File: src/rtl/uart_rx_fifo.sv
// uart_rx_fifo: oversampling 8N1 UART receiver feeding a small byte FIFO
// with a valid/ready output stream.
// Optional even-parity checking (8E1 framing) is enabled by defining
// UART_RX_PARITY_EN; the default build is plain 8N1.

module uart_rx_fifo #(
   parameter int unsigned BAUD_DIV   = 434,
   parameter int unsigned FIFO_DEPTH = 4
) (
   input  logic       clk_i,
   input  logic       rst_ni,
   input  logic       uart_rxd,
   output logic [7:0] rx_dat_o,
   output logic       rx_valid_o,
   input  logic       rx_ready_i,
   output logic       frame_err_o,
   output logic       overrun_o,
   output logic       busy_o
`ifdef UART_RX_PARITY_EN
   ,
   output logic       parity_err_o
`endif
);

   localparam int unsigned CNT_W  = $clog2(BAUD_DIV);
   localparam int unsigned PTR_W  = $clog2(FIFO_DEPTH);
   localparam int unsigned FCNT_W = PTR_W + 1;

   localparam logic [CNT_W-1:0]  HALF_LD = CNT_W'(BAUD_DIV / 2 - 1);
   localparam logic [CNT_W-1:0]  FULL_LD = CNT_W'(BAUD_DIV - 1);
   localparam logic [FCNT_W-1:0] FULL_CT = FCNT_W'(FIFO_DEPTH);

   typedef enum logic [2:0] {
      S_IDLE   = 3'd0,
      S_START  = 3'd1,
      S_DATA   = 3'd2,
      S_STOP   = 3'd3,
      S_BRK    = 3'd4
`ifdef UART_RX_PARITY_EN
      ,
      S_PARITY = 3'd5
`endif
   } state_t;

   // ------------------------------------------------------------------
   // Receiver signals
   // ------------------------------------------------------------------
   logic [1:0]       sync_q;
   logic             rxd_s;
   state_t           state_q, state_d;
   logic [CNT_W-1:0] cnt_q, cnt_d;
   logic             tick;
   logic [2:0]       bit_idx_q, bit_idx_d;
   logic [7:0]       shreg_q, shreg_d;
   logic             push;
   logic             frame_err_d;
`ifdef UART_RX_PARITY_EN
   logic             par_q, par_d;
   logic             parity_err_d;
`endif

   // ------------------------------------------------------------------
   // FIFO signals
   // ------------------------------------------------------------------
   logic [7:0]        mem_q [FIFO_DEPTH];
   logic [PTR_W-1:0]  wr_ptr_q, rd_ptr_q;
   logic [FCNT_W-1:0] count_q, count_d;
   logic              pop;
   logic              full;
   logic              do_push;
   logic              overrun_d;

   assign rxd_s = sync_q[1];
   assign tick  = (cnt_q == '0);

   // Two-flop synchroniser on the asynchronous serial input, idles high
   always_ff @(posedge clk_i or negedge rst_ni) begin
      if (!rst_ni) begin
         sync_q <= 2'b11;
      end else begin
         sync_q <= {sync_q[0], uart_rxd};
      end
   end

   // Receiver state register and its datapath registers
   always_ff @(posedge clk_i or negedge rst_ni) begin
      if (!rst_ni) begin
         state_q   <= S_IDLE;
         cnt_q     <= '0;
         bit_idx_q <= '0;
         shreg_q   <= '0;
      end else begin
         state_q   <= state_d;
         cnt_q     <= cnt_d;
         bit_idx_q <= bit_idx_d;
         shreg_q   <= shreg_d;
      end
   end

`ifdef UART_RX_PARITY_EN
   // Received parity bit, held from the parity sample to the stop sample
   always_ff @(posedge clk_i or negedge rst_ni) begin
      if (!rst_ni) begin
         par_q <= 1'b0;
      end else begin
         par_q <= par_d;
      end
   end
`endif

   // Framing FSM: start validation, mid-bit sampling, stop check, break hold
   always_comb begin
      state_d     = state_q;
      cnt_d       = tick ? cnt_q : cnt_q - CNT_W'(1);
      bit_idx_d   = bit_idx_q;
      shreg_d     = shreg_q;
      push        = 1'b0;
      frame_err_d = 1'b0;
`ifdef UART_RX_PARITY_EN
      par_d        = par_q;
      parity_err_d = 1'b0;
`endif
      case (state_q)
         S_IDLE: begin
            if (!rxd_s) begin
               state_d = S_START;
               cnt_d   = HALF_LD;
            end
         end
         S_START: begin
            if (tick) begin
               if (rxd_s) begin
                  // Line went back high before mid-start: glitch, not a start bit
                  state_d = S_IDLE;
               end else begin
                  state_d   = S_DATA;
                  cnt_d     = FULL_LD;
                  bit_idx_d = '0;
               end
            end
         end
         S_DATA: begin
            if (tick) begin
               shreg_d   = {rxd_s, shreg_q[7:1]};
               bit_idx_d = bit_idx_q + 3'd1;
               cnt_d     = FULL_LD;
               if (bit_idx_q == 3'd7) begin
`ifdef UART_RX_PARITY_EN
                  state_d = S_PARITY;
`else
                  state_d = S_STOP;
`endif
               end
            end
         end
`ifdef UART_RX_PARITY_EN
         S_PARITY: begin
            if (tick) begin
               par_d   = rxd_s;
               cnt_d   = FULL_LD;
               state_d = S_STOP;
            end
         end
`endif
         S_STOP: begin
            if (tick) begin
               if (rxd_s) begin
                  state_d = S_IDLE;
`ifdef UART_RX_PARITY_EN
                  // Even parity: data plus parity bit must XOR to zero
                  if (^{shreg_q, par_q}) begin
                     parity_err_d = 1'b1;
                  end else begin
                     push = 1'b1;
                  end
`else
                  push = 1'b1;
`endif
               end else begin
                  frame_err_d = 1'b1;
                  state_d     = S_BRK;
               end
            end
         end
         S_BRK: begin
            // Hold here while the line stays low so a break is not reframed
            if (rxd_s) begin
               state_d = S_IDLE;
            end
         end
         default: begin
            state_d = S_IDLE;
         end
      endcase
   end

   // FIFO control: pops always win a slot, so push+pop on a full FIFO is lossless
   always_comb begin
      pop       = rx_valid_o && rx_ready_i;
      full      = (count_q == FULL_CT);
      do_push   = push && (!full || pop);
      overrun_d = push && full && !pop;
      count_d   = count_q;
      case ({do_push, pop})
         2'b10:   count_d = count_q + FCNT_W'(1);
         2'b01:   count_d = count_q - FCNT_W'(1);
         default: count_d = count_q;
      endcase
   end

   // FIFO storage, pointers and occupancy
   always_ff @(posedge clk_i or negedge rst_ni) begin
      if (!rst_ni) begin
         for (int unsigned i = 0; i < FIFO_DEPTH; i++) begin
            mem_q[i] <= '0;
         end
         wr_ptr_q <= '0;
         rd_ptr_q <= '0;
         count_q  <= '0;
      end else begin
         if (do_push) begin
            mem_q[wr_ptr_q] <= shreg_q;
            wr_ptr_q        <= wr_ptr_q + PTR_W'(1);
         end
         if (pop) begin
            rd_ptr_q <= rd_ptr_q + PTR_W'(1);
         end
         count_q <= count_d;
      end
   end

   // Head byte is read straight out of the storage registers
   assign rx_dat_o = mem_q[rd_ptr_q];

   // Registered status and one-cycle event outputs
   always_ff @(posedge clk_i or negedge rst_ni) begin
      if (!rst_ni) begin
         rx_valid_o  <= 1'b0;
         frame_err_o <= 1'b0;
         overrun_o   <= 1'b0;
         busy_o      <= 1'b0;
      end else begin
         rx_valid_o  <= (count_d != '0);
         frame_err_o <= frame_err_d;
         overrun_o   <= overrun_d;
         busy_o      <= (state_d != S_IDLE);
      end
   end

`ifdef UART_RX_PARITY_EN
   // Registered parity error pulse
   always_ff @(posedge clk_i or negedge rst_ni) begin
      if (!rst_ni) begin
         parity_err_o <= 1'b0;
      end else begin
         parity_err_o <= parity_err_d;
      end
   end
`endif

endmodule

File: config.mk
export PLATFORM = sky130hd
export DESIGN_NAME = uart_rx_fifo
export DESIGN_NICKNAME = d
export VERILOG_FILES = /design/src/rtl/uart_rx_fifo.sv
export SDC_FILE = /design/constraint.sdc
export NUM_CORES = 1
export LEC_CHECK = 0
export CORE_MARGIN = 10
export CORE_UTILIZATION = 36
export CTS_CLUSTER_DIAMETER = 40
export DETAILED_ROUTE_END_ITERATION = 12
export PLACE_DENSITY = 0.53
export SYNTH_ARGS = -nofsm -noshare
export SYNTH_HDL_FRONTEND = slang
export SYNTH_SLANG_ARGS = --single-unit
File: constraint.sdc
create_clock -name clk_i -period 3.2 [get_ports clk_i]
set_clock_uncertainty 0.05 [all_clocks]
set_input_delay 0.64 -clock clk_i [delete_from_list [all_inputs] [get_ports clk_i]]
set_output_delay 0.64 -clock clk_i [all_outputs]
set_load 0.05 [all_outputs]
### Word level (Yosys, flattened, before mapping)

Cells that the tools add are included.
Widths: inputs -> output; s select.

* bits in registers: 68
* input port bits: 4
* output and inout port bits: 12
* logic and storage cells: 85

* add/sub/neg operators: 6
* order comparisons: 3
* equality and inequality tests: 11
* mux-type cells: 32
* bitwise gates (word level): 2
* reductions and logical operators: 15

Operator list (count)
* $mux 9: 5
* $bwmux 32: 1
* $mux 3: 10
* $pmux 9 s3: 1
* $mux 8: 3
* $bmux 8 s2: 1
* $demux 8 s2: 1
* $pmux 3 s5: 1
* $pmux 3 s2: 2
* $eq 3x3->1 const B: 3
* $logic_not 9->1: 1
* $sub 9x1->9 const B: 1
* $add 3x1->3 const B: 2
* $eq 3x2->1 const B: 2
* $ge 3x3->1 const B: 2
* $mux 1: 6
* $ne 2x2->1 const B: 3
* $not 2->3: 2
* $reduce_bool 3->1: 2
* $logic_and 1x1->1: 5
* $add 2x1->2 const B: 2
* $reduce_and 4->1: 1
* $eq 3x1->1 const B: 1
* $logic_not 3->1: 1
* other kinds (9): 10

### Logic depth before layout (Yosys ltp)

* depth after elaboration: 7
* depth in mapped cells: 13
* depth with buffers taken out: 11

### Least setup slack after synthesis

No wires, ideal clock.

* kind: register to register
* start point: register cnt_q[0]
* end point: register rx_valid_o
* setup time: 0.131 ns
* arrival time: 2.994 ns
* data required time: 3.019 ns
* setup slack: 0.025 ns
* stages on the path, launching flop included: 14
* path buffers: 2
* path through: dfrtp_1 inv_1 ha_1 or4b_2 buf_2 nor2_1 buf_2 nand3_1 ha_1 fa_1 xnor2_1 nor2_1 xor2_1 or3_1

* longest elaborated chain between the ends: 7
* elaborated cells on any way between the ends: 8
* classes of those cells: eq/ne: 2; mux: 3; reduce/logical: 3

RTL lines
* from (decl): line 51 `logic [CNT_W-1:0] cnt_q, cnt_d;`
* from (signal assigned): line 94 `cnt_q <= cnt_d;`
* $logic_not 9->1 *: line 74 `assign tick = (cnt_q == '0);`
* $mux 1 *: line 166 `if (tick) begin`
* $mux 1 *: line 123 `case (state_q)`
* $logic_and 1x1->1 *: line 201 `do_push = push && (!full || pop);`
* $eq 2x1->1 or $eq 2x2->1 (tied branches): line 204 `case ({do_push, pop})`
* $pmux 3 s2 *: line 204
* net count_d[2]: line 67 `logic [FCNT_W-1:0] count_q, count_d;`
* $reduce_bool 3->1 *: line 243 `rx_valid_o <= (count_d != '0);`
* to (signal assigned): line 243
* to (decl): line 14 `output logic rx_valid_o,`

Mark *: on every way through the listed nets, which the timed path passes. The rest lies on a longest branch.
A chain may end at the register's enable or synchronous reset.

### Worst setup path in the final report

* start point: register cnt_q[1]
* end point: register rx_valid_o

The elaborated chain is that of the path after synthesis.

==> flow_summary.toml <==
[route]
drc_errors = 0
initialDrtViolationCount = 36
drt-wirelength-per-cell_um = 15.90
routed_wl_mm = 6.089
firstDrtPassIters = 4
viasPerCell = 4.995
num_vias = 1913
antenna_left = 0

[timing]
timing.final.ws_setup_ns = 0.2549
worstMarginPinSlew_ns = 0.5398
period_share_pct = 92.04
slew-limit-headroom_pct = 64.01
fmax_ghz = 0.3395
hold_violations = 0
tns_ns = 0
drv_slew = 0
min_period_ns = 2.945
grt_setup_unrepaired = "no"
finalSetupViolations = 0

[power_and_ir_drop]
peakVddDrop_mv = 0.1638
power_frac_clock_pct = 41.5
power_density_nw_per_um2 = 410.9
internal-power_mw = 1.152
swShare_pct = 24.06
combinationalPowerShare_pct = 1.6
p_leak_nw = 1.720
seqPwrFrac_pct = 57.0
p_switching_mw = 0.3649

[logic_synthesis]
synth-seq-area-share_pct = 53.66
netlist.area_leader.share_pct = 52.01
synth-adder-area-share_pct = 4.571
ys_async_sr_fraction_pct = 100.0
ys.flop_type = "dfrtp_1"
ys_seq_elements = 68
synth.area.mux_share_pct = 21.24
synthSimpleGateAreaFrac_pct = 9.377
synthDistinctLibCells = 42
netlist_top_cells_area = "dfrtp_1 52%, mux2_2 15%, mux4_2 5.7%"
ys_warn_count = 0
syn_area_per_cell_um2 = 13.12
synth_top_family_by_area = "multiplexers"
synthXorXnorAreaFrac_pct = 2.206
netlist_area_um2 = 3176
synthCells = 242
synth_compound_area_share_pct = 6.816
synth_commonest_cells = "66 x dfrtp_1, 43 x mux2_2, 14 x nand2_1"
yosys.area.top_type = "dfrtp_1"
synth_edf_count = 0
post-synth-top-count-cell = "dfrtp_1"
syn-num-nets = 257

[clocking]
htree_levels = 3
cts.path.max_buffers = 2
cts_tree = "done"
numCtsBuffers = 9
clk_latency_ns = 0.34
cts_setup_buffers = 0
cts.sinks = 68
cts-root-buf = "clkbuf_8"
clk_pin_slew_ns = 0.07

[floorplanning]
core_area_um2 = 8636
die_h_um = 113.9
initial_core_util_pct = 36.77
dieWidth_um = 113.9
dieArea_um2 = 12980
io_pins = 16
row_count = 34

[finish]
n_fill_cell = 821
design_area_um2 = 3691
drive_gt1_share_pct = 32.36
antenna_cells = 0
nNetsFinal = 285
area_growth_pct = 16.23
fin_cells = 383

[grt]
met3_usage_pct = 2.677
use_met1_pct = 12.30
grt_pass1_wl_mm = 10.51
gr-total-overflow = 0
top_usage_layer = "met2"
grt_pass1_vias = 2074
grtUsageMet2_pct = 16.29
track_usage_pct = 10.17
antenna_found_initial = 0
grt_start_max_net_pins = 48

[hold_path]
hold_class = "input pin to asynchronous set/reset pin"

[worst_setup_path]
r2r_start = "cnt_q[1]"
path_max_fanout = 3
path_common_cell = "ha_1"
end_kind = "flip-flop"
critPathRequiredTime_ns = 3.37
startpoint_type = "flip-flop"
max_stage_delay_ns = 0.62
critical_path_arrival_ns = 3.12
cpMaxStageDelayCell = "or4b_2"
path_cells = "inv_1, ha_1, or4b_2, nor2_2, nand3_1, ha_1, fa_1, xnor2_1, nor2_1, xor2_1, or3_1"
reg2regPathDepth = 11
ff2ff_setup_slack_ns = 0.25
r2r_end = "rx_valid_o"
path_class = "flip-flop to flip-flop"

[place]
port_buffers = 15
placed_area_um2 = 3513
place_ws_ns = 0.1288
place.gp.congestion = 0.7438
dp.cells = 367
dpl.hpwl_mm = 4.162

[run_status]
status = "finished, final reports clean"

[job]
cap_viol_max_count = 0
cell usage in the layout, fill, tap and decap left out, types with 2 or more instances in the layout:
| cell type | instances |
|---|---|
| ha_1 | 10 |
| nand3_1 | 10 |
| clkinvlp_4 | 2 |
| nand2_2 | 4 |
| xnor2_1 | 5 |
| inv_1 | 7 |
| nand2_1 | 14 |
| inv_6 | 2 |
| mux4_2 | 8 |
| clkbuf_8 | 9 |
| nor3_1 | 3 |
| dfstp_2 | 2 |
| o2111ai_1 | 2 |
| o211ai_1 | 2 |
| buf_4 | 10 |
| a21oi_1 | 6 |
| o41ai_1 | 2 |
| or3_1 | 3 |
| clkdlybuf4s50_1 | 14 |
| o21ai_0 | 6 |
| nor4_1 | 2 |
| nand4b_1 | 2 |
| nor2_1 | 9 |
| clkinv_2 | 2 |
| mux2_2 | 43 |
| a211oi_1 | 3 |
| nor4b_1 | 2 |
| xor2_1 | 3 |
| dfrtp_1 | 66 |
worst max path at each step:
stage                    start    endpoint  slack, ns
floorplan             cnt_q[0]  rx_valid_o       0.03
global placement    rx_ready_i  rx_valid_o       0.20
detailed placement  rx_ready_i  rx_valid_o       0.13
CTS                   cnt_q[0]  rx_valid_o       0.18
global route          cnt_q[1]  rx_valid_o       0.03
finish                cnt_q[1]  rx_valid_o       0.25
power by group through the flow:
| stage | registers (mW) | clock network, mW | logic, mW |
|---|---|---|---|
| 6_report | 0.864 | 0.629 | 0.0240 |
| 5_1_grt | 0.864 | 0.698 | 0.0283 |
| 4_1_cts | 0.864 | 0.658 | 0.0259 |
| 3_5_place_dp | 0.881 | 0 | 0.0260 |
| 3_3_place_gp | 0.881 | 0 | 0.0261 |
| 2_1_floorplan | 0.879 | 0 | 0.00321 |
state kept, by name, summed over array words and instances (netlist names):
| register | cells |
|---|---|
| bit_idx_q | 3 |
| busy_o | 1 |
| cnt_q | 9 |
| count_q | 3 |
| frame_err_o | 1 |
| mem_q | 32 |
| overrun_o | 1 |
| rd_ptr_q | 2 |
| rx_valid_o | 1 |
| shreg_q | 8 |
| state_q | 3 |
| sync_q | 2 |
| wr_ptr_q | 2 |
area by class of cell:
class                   count  area, µm²  area share [%]
clock buffers               9      123.9           3.356
clock inverters             7      51.30           1.390
inverters                   8      30.03          0.8136
multi-input cells         157       1406           38.10
flip-flops and latches     68       1704           46.17
well taps                 108      135.1           3.661
repair buffers             26      240.2           6.508
what timing repair did:
item,in CTS,in global routing
endpoints found under the hold margin,0,0
gates resized for setup,0,2
hold buffers,0,0
setup endpoints to repair,0,1
stage by stage:
step	util (%)	total power, mW	hold slack (ns)
CTS	42.71	1.547	0.2293
global placement	40.68	0.9066	0.2963
floorplan	-	0.8821	0.2944
global route	42.74	1.590	0.2461
detailed placement	40.68	0.9066	0.2973
finish	42.74	1.517	0.2241
cell families (layout without fill, tap and decap cells):
logic type / after synthesis / in the layout
adder cells (fa/ha/maj): 11 / 11
buffers and inverters: 17 / 50
multiplexers: 52 / 52
XOR/XNOR: 8 / 8
AO/OA/AOI/OAI: 29 / 29
AND/OR/NAND/NOR: 57 / 57
flip-flops: 68 / 68
per-layer routing:
metal | up-vias | wire [µm] | part of all wire, %
li1 | 945 | - | -
met1 | 937 | 2867 | 47
met5 | - | 0 | 0
met3 | 12 | 170 | 2.8
met2 | 19 | 2911 | 48
met4 | 0 | 140 | 2.3
critical path, delay by kind of cell (launching register included):
family | cells | cell delay, ns
AND/OR/NAND/NOR | 5 | 1.20
adder cells (fa/ha/maj) | 3 | 0.76
XOR/XNOR | 2 | 0.30
buffers and inverters | 1 | 0.10
flip-flops | 1 | 0.40
(Power assumes the default switching activity.)
